$ cat src/rtl/cpu_ctrl_pkg.sv
// rtl/cpu_ctrl_pkg.sv - opcodes, ALU select codes, FSM states and decode helpers for cpu_ctrl
package cpu_ctrl_pkg;

    localparam logic [2:0] OP_MOV  = 3'b000;
    localparam logic [2:0] OP_JZ   = 3'b001;
    localparam logic [2:0] OP_ADD  = 3'b010;
    localparam logic [2:0] OP_SUB  = 3'b011;
    localparam logic [2:0] OP_SHL  = 3'b100;
    localparam logic [2:0] OP_JMP  = 3'b101;
    localparam logic [2:0] OP_OUT  = 3'b110;
    localparam logic [2:0] OP_HALT = 3'b111;

    localparam logic [2:0] ALU_PASS = 3'b000;
    localparam logic [2:0] ALU_ZTST = 3'b001;
    localparam logic [2:0] ALU_ADD  = 3'b010;
    localparam logic [2:0] ALU_SUB  = 3'b011;
    localparam logic [2:0] ALU_SHL  = 3'b100;

    typedef enum logic [2:0] {
        ST_IDLE   = 3'd0,
        ST_FETCH  = 3'd1,
        ST_DECODE = 3'd2,
        ST_EXEC   = 3'd3,
        ST_WB     = 3'd4,
        ST_HALT   = 3'd5
    } state_t;

    typedef struct packed {
        logic [2:0] op;
        logic [1:0] rd;
        logic [1:0] rs;
        logic       imm_sel;
        logic [7:0] imm;
    } instr_t;

    // Opcodes 000..100 go through the EXEC/WB path of the ALU.
    function automatic logic op_uses_alu(input logic [2:0] op);
        return (op <= OP_SHL);
    endfunction

    // JZ uses the ALU only for its zero flag; everything else on the ALU path writes rd.
    function automatic logic op_writes_rd(input logic [2:0] op);
        return (op == OP_MOV) || (op == OP_ADD) || (op == OP_SUB) || (op == OP_SHL);
    endfunction

    function automatic logic [2:0] alu_sel_of(input logic [2:0] op);
        logic [2:0] sel;
        case (op)
            OP_JZ:   sel = ALU_ZTST;
            OP_ADD:  sel = ALU_ADD;
            OP_SUB:  sel = ALU_SUB;
            OP_SHL:  sel = ALU_SHL;
            default: sel = ALU_PASS;
        endcase
        return sel;
    endfunction

endpackage

$ cat src/rtl/cpu_ctrl_regfile.sv
// rtl/cpu_ctrl_regfile.sv - 4x8 register file, two async read ports, one sync write port
module cpu_regfile #(
    parameter int DATA_W = 8
) (
    input  logic              clk,
    input  logic              rst,
    input  logic              we,
    input  logic [1:0]        waddr,
    input  logic [DATA_W-1:0] wdata,
    input  logic [1:0]        raddr_a,
    output logic [DATA_W-1:0] rdata_a,
    input  logic [1:0]        raddr_b,
    output logic [DATA_W-1:0] rdata_b
);

    logic [DATA_W-1:0] regs [4];

    // Reads are combinational so DECODE sees the pre-write value even when rd==rs.
    assign rdata_a = regs[raddr_a];
    assign rdata_b = regs[raddr_b];

    // Single write port, cleared by reset.
    always_ff @(posedge clk or posedge rst) begin
        if (rst) begin
            for (int i = 0; i < 4; i++) begin
                regs[i] <= '0;
            end
        end else if (we) begin
            regs[waddr] <= wdata;
        end
    end

endmodule

$ cat src/rtl/cpu_ctrl.sv
// rtl/cpu_ctrl.sv - fetch/decode/execute control unit driving the registered ALU
module cpu_ctrl
    import cpu_ctrl_pkg::*;
#(
    parameter int              PC_W     = 8,
    parameter logic [PC_W-1:0] RESET_PC = '0,
    parameter int              DATA_W   = 8
) (
    input  logic              clk,
    input  logic              rst,
    input  logic              start,
    output logic [PC_W-1:0]   pc,
    output logic              instr_req,
    input  logic              instr_valid,
    input  logic [15:0]       instr,
    output logic              alu_en,
    output logic [2:0]        alu_sel,
    output logic [DATA_W-1:0] alu_in1,
    output logic [DATA_W-1:0] alu_in2,
    input  logic [DATA_W-1:0] alu_out,
    input  logic              alu_zero,
    output logic [DATA_W-1:0] out_data,
    output logic              out_valid,
    output logic              halted
);

    state_t            state, state_n;
    instr_t            ir, ir_n;
    logic [PC_W-1:0]   pc_n;
    logic              instr_req_n;
    logic              alu_en_n;
    logic [2:0]        alu_sel_n;
    logic [DATA_W-1:0] alu_in1_n;
    logic [DATA_W-1:0] alu_in2_n;
    logic [DATA_W-1:0] out_data_n;
    logic              out_valid_n;
    logic              halted_n;

    logic [DATA_W-1:0] rdata_a;
    logic [DATA_W-1:0] rdata_b;
    logic [DATA_W-1:0] src;
    logic [PC_W-1:0]   pc_inc;
    logic [PC_W-1:0]   pc_imm;
    logic              rf_we;

    assign src    = ir.imm_sel ? DATA_W'(ir.imm) : rdata_b;
    assign pc_inc = pc + PC_W'(1);
    assign pc_imm = PC_W'(ir.imm);
    // alu_out is only consumed here, in WB, one cycle after the EXEC pulse.
    assign rf_we  = (state == ST_WB) && op_writes_rd(ir.op);

    cpu_regfile #(
        .DATA_W (DATA_W)
    ) u_regfile (
        .clk     (clk),
        .rst     (rst),
        .we      (rf_we),
        .waddr   (ir.rd),
        .wdata   (alu_out),
        .raddr_a (ir.rd),
        .rdata_a (rdata_a),
        .raddr_b (ir.rs),
        .rdata_b (rdata_b)
    );

    // State and every output are registered; reset drops straight back to IDLE.
    always_ff @(posedge clk or posedge rst) begin
        if (rst) begin
            state     <= ST_IDLE;
            ir        <= '0;
            pc        <= RESET_PC;
            instr_req <= 1'b0;
            alu_en    <= 1'b0;
            alu_sel   <= '0;
            alu_in1   <= '0;
            alu_in2   <= '0;
            out_data  <= '0;
            out_valid <= 1'b0;
            halted    <= 1'b0;
        end else begin
            state     <= state_n;
            ir        <= ir_n;
            pc        <= pc_n;
            instr_req <= instr_req_n;
            alu_en    <= alu_en_n;
            alu_sel   <= alu_sel_n;
            alu_in1   <= alu_in1_n;
            alu_in2   <= alu_in2_n;
            out_data  <= out_data_n;
            out_valid <= out_valid_n;
            halted    <= halted_n;
        end
    end

    // Next-state and next-output logic; pulses default low, everything else holds.
    always_comb begin
        state_n     = state;
        ir_n        = ir;
        pc_n        = pc;
        instr_req_n = instr_req;
        alu_en_n    = 1'b0;
        alu_sel_n   = alu_sel;
        alu_in1_n   = alu_in1;
        alu_in2_n   = alu_in2;
        out_data_n  = out_data;
        out_valid_n = 1'b0;
        halted_n    = halted;

        case (state)
            ST_IDLE: begin
                if (start) begin
                    state_n     = ST_FETCH;
                    pc_n        = RESET_PC;
                    instr_req_n = 1'b1;
                end
            end

            ST_FETCH: begin
                if (instr_req && instr_valid) begin
                    ir_n        = instr_t'(instr);
                    instr_req_n = 1'b0;
                    state_n     = ST_DECODE;
                end
            end

            ST_DECODE: begin
                if (op_uses_alu(ir.op)) begin
                    alu_sel_n = alu_sel_of(ir.op);
                    // MOV passes its source through operand 1.
                    alu_in1_n = (ir.op == OP_MOV) ? src : rdata_a;
                    alu_in2_n = src;
                    alu_en_n  = 1'b1;
                    state_n   = ST_EXEC;
                end else begin
                    case (ir.op)
                        OP_JMP: begin
                            pc_n        = pc_imm;
                            instr_req_n = 1'b1;
                            state_n     = ST_FETCH;
                        end
                        OP_OUT: begin
                            out_data_n  = src;
                            out_valid_n = 1'b1;
                            pc_n        = pc_inc;
                            instr_req_n = 1'b1;
                            state_n     = ST_FETCH;
                        end
                        default: begin
                            halted_n = 1'b1;
                            state_n  = ST_HALT;
                        end
                    endcase
                end
            end

            ST_EXEC: begin
                state_n = ST_WB;
            end

            ST_WB: begin
                pc_n        = (ir.op == OP_JZ && alu_zero) ? pc_imm : pc_inc;
                instr_req_n = 1'b1;
                state_n     = ST_FETCH;
            end

            ST_HALT: begin
                if (start) begin
                    halted_n    = 1'b0;
                    pc_n        = RESET_PC;
                    instr_req_n = 1'b1;
                    state_n     = ST_FETCH;
                end
            end

            default: begin
                state_n = ST_IDLE;
            end
        endcase
    end

endmodule

$ cat config.mk
export PLATFORM = sky130hd
export DESIGN_NAME = cpu_ctrl
export DESIGN_NICKNAME = d
export VERILOG_FILES = /design/src/rtl/cpu_ctrl_pkg.sv /design/src/rtl/cpu_ctrl_regfile.sv /design/src/rtl/cpu_ctrl.sv
export SDC_FILE = /design/constraint.sdc
export NUM_CORES = 1
export LEC_CHECK = 0
export ABC_AREA = 1
export CAP_MARGIN = 20
export CORE_MARGIN = 3
export CORE_UTILIZATION = 25
export DETAILED_ROUTE_END_ITERATION = 12
export PLACE_DENSITY = 0.55
export SLEW_MARGIN = 0
export SYNTH_ARGS = -nofsm -noshare
export SYNTH_HDL_FRONTEND = slang
export SYNTH_SLANG_ARGS = --single-unit
$ cat constraint.sdc
create_clock -name clk -period 3.13 [get_ports clk]
set_input_delay 0.626 -clock clk [delete_from_list [all_inputs] [get_ports clk]]
set_output_delay 0.626 -clock clk [all_outputs]
set_load 0.01 [all_outputs]
==> reports/qor.yml <==
place_area_um2: 5480
intPower_mw: 3.40
worstSkewPairLatency_ns: 0.34
die_w_um: 141
worstReg2RegEnd: "state[1]"
vias: 3965
cts_tree: "yes"
cp_top_family: "buffers and inverters"
fin_area_um2: 5760
path_buf_inv: 1
first_iter_violations: 272
post_cts_buffers: 0
drcViolationCount: 0
use_met3_pct: 3.07
busiest_layer: "met2"
hp-start: "out_data[5]"
grt_pass1_vias: 3855
port_buffers: 67
synth_cell_types: 32
syn_area_um2: 4580
multiInputGateArea_um2: 1930
setup_viol: 0
yosysTopAreaCell: "dfrtp_1"
viasPerCell: 4.35
r2r_start: "ir[15]"
synth.top_cells.by_area: "dfrtp_1 49%, nand2_1 19%, inv_1 5.7%"
tightestPinTransition_ns: 0.744
timing.hold.worst_path_depth: 2
cts_made_buffers: 9
path_clk_slew_ns: 0.06
end_kind: "output pin"
h-tree-depth: 3
grt.met1_usage_pct: 19.6
nFillCells: 1924
syn2layout_area_growth_pct: 25.8
cts_hold_buf: 0
clock_skew_ns: 0.00652
avgSynthCellArea_um2: 7.37
power_mw: 5.93
ys_warn_count: 0
cp_slowest_stage_delay_ns: 0.58
min_delay_worst_endpoint: "out_data[5]"
final_cell_mix: "234 x nand2_1, 90 x dfrtp_1, 68 x inv_1"
hold_viol_final: 0
grt_pass1_wl_mm: 21.1
antenna_left: 0
layout_commonest_cell: "nand2_1"
fmax_mhz: 495
cp_cell_sequence: "clkdlybuf4s50_1"
clkPwrFrac_pct: 18.1
post_synth_inst_count: 621
grt_max_degree: 49
antenna_found_initial: 0
worstPathMaxFanout: 6
clock_sinks: 90
pwr-share-comb_pct: 45.6
p_sw_mw: 2.53
cts_max_path_buffers: 2
period_needed_ns: 2.02
max-vdd-ir-drop_mv: 0.453
clockRootBuffer: "clkbuf_16"
grt_usage_pct: 13.3
critPathArrivalTime_ns: 1.39
firstDrtPassIters: 4
p_leak_nw: 2.90
routedWlPerCell_um: 13.8
hpwlAfterDp_mm: 9.54
drv_slew: 0
seqPwrFrac_pct: 36.4
pin_count: 68
gr-usage-met2_pct: 19.8
cts_resized: 0
tns_ns: 0
core_um2: 17600
status: "finished clean"
fin_util_pct: 32.7
placementRows: 48
seqCellArea_um2: 2250
crit_type: "reg -> out"
ff2ff_path_depth: 4
cp-start-kind: "flip-flop"
r2r_slack_ns: 1.20
fin_nets: 712
cap_violations: 0
synth_top_area_share_pct: 49.2
post-route-period-util_pct: 64.5
dieArea_um2: 20000
power_density_nw_per_um2: 1030
rsz0062_at_grt: "no"
cp_slowest_cell: "clkdlybuf4s50_1"
start_util_pct: 26.0
crit_required_ns: 2.50
maxSlewHeadroom_pct: 50.2
synth_nets: 651
gp_congestion: 0.811
p_sw_share_pct: 42.7
hold_class: "reg -> reg"
synth_seq_cells: 90
seq_area_frac_synth_pct: 49.2
diodes: 0
drive_gt1_share_pct: 5.10
fp.dieH_um: 141
routed_wl_mm: 12.6
overflow: 0
## registers in the layout, indices dropped and copies added, names as in the netlist
name	flops
ir	8
state	3
out_data	8
alu_in1	8
out_valid	1
u_regfile.regs	32
pc	8
instr_req	1
alu_in2	8
alu_sel	3
pc_imm	8
alu_en	1
halted	1
## power groups by stage
stage / Combinational, mW / Clock (mW) / Sequential, mW
finish: 2.70 / 1.07 / 2.16
global route: 3.12 / 1.15 / 2.25
global placement: 2.71 / 0 / 2.18
detailed placement: 2.73 / 0 / 2.17
floorplan: 1.80 / 0 / 2.07
CTS: 2.73 / 1.11 / 2.16
## cell type report
type | count | share of cell area (%)
clock inverter | 3 | 0.695
multi-input combinational | 433 | 33.6
clock buffer | 12 | 4.28
sequential | 90 | 39.1
tap | 225 | 4.89
inverter | 76 | 4.97
timing repair buffer | 72 | 12.5
## kinds of logic (layout without fill, tap and decap cells)
| logic type | Yosys count | after routing | synth area share, % |
|---|---|---|---|
| buf+inv | 98 | 163 | 8.72 |
| fa+ha+maj | 1 | 1 | 0.273 |
| compound gates | 109 | 109 | 12.4 |
| flops | 90 | 90 | 49.2 |
| xor+xnor | 2 | 2 | 0.383 |
| simple gates | 321 | 321 | 29.0 |
## synth_stat cells, drive strengths merged
| master | n |
|---|---|
| nor2 | 26 |
| or2 | 1 |
| nor3 | 3 |
| dfrtp | 90 |
| buf | 15 |
| o31ai | 1 |
| clkbuf | 7 |
| nand4 | 2 |
| nand3 | 51 |
| xor2 | 2 |
| o21a | 1 |
| ha | 1 |
| nand2 | 236 |
| nand3b | 1 |
| clkinv | 3 |
| inv | 73 |
| a21oi | 22 |
| o211ai | 1 |
| o21ai | 84 |
| and2 | 1 |
## stage by stage
| step | worst slack [ns] | hold WS [ns] | std cells |
|---|---|---|---|
| detailed placement | 1.06 | 0.476 | 896 |
| finish | 1.11 | 0.485 | 911 |
| global route | 1.02 | 0.519 | 911 |
| floorplan | 0.169 | 0.459 | 621 |
| global placement | 1.06 | 0.473 | 896 |
| CTS | 1.09 | 0.490 | 911 |
## per-layer routing
layer / part of all wire [%] / wire (µm)
met1: 50 / 6340
met5: 0 / 0
met4: 1.2 / 150
met2: 44 / 5520
met3: 4.4 / 551
## worst max path at each step
stage / from / endpoint / slack, ns / depth (start not counted)
3_3_place_gp: instr_valid / ir[9] / 1.06 / 6
3_5_place_dp: instr_valid / ir[9] / 1.06 / 6
5_1_grt: ir[9] / out_data[2] / 1.02 / 6
2_1_floorplan: rst / alu_en / 0.17 / 1
6_report: pc[3] / pc[3] / 1.11 / 1
4_1_cts: pc[2] / pc[2] / 1.09 / 1
(Power assumes the default switching activity.)
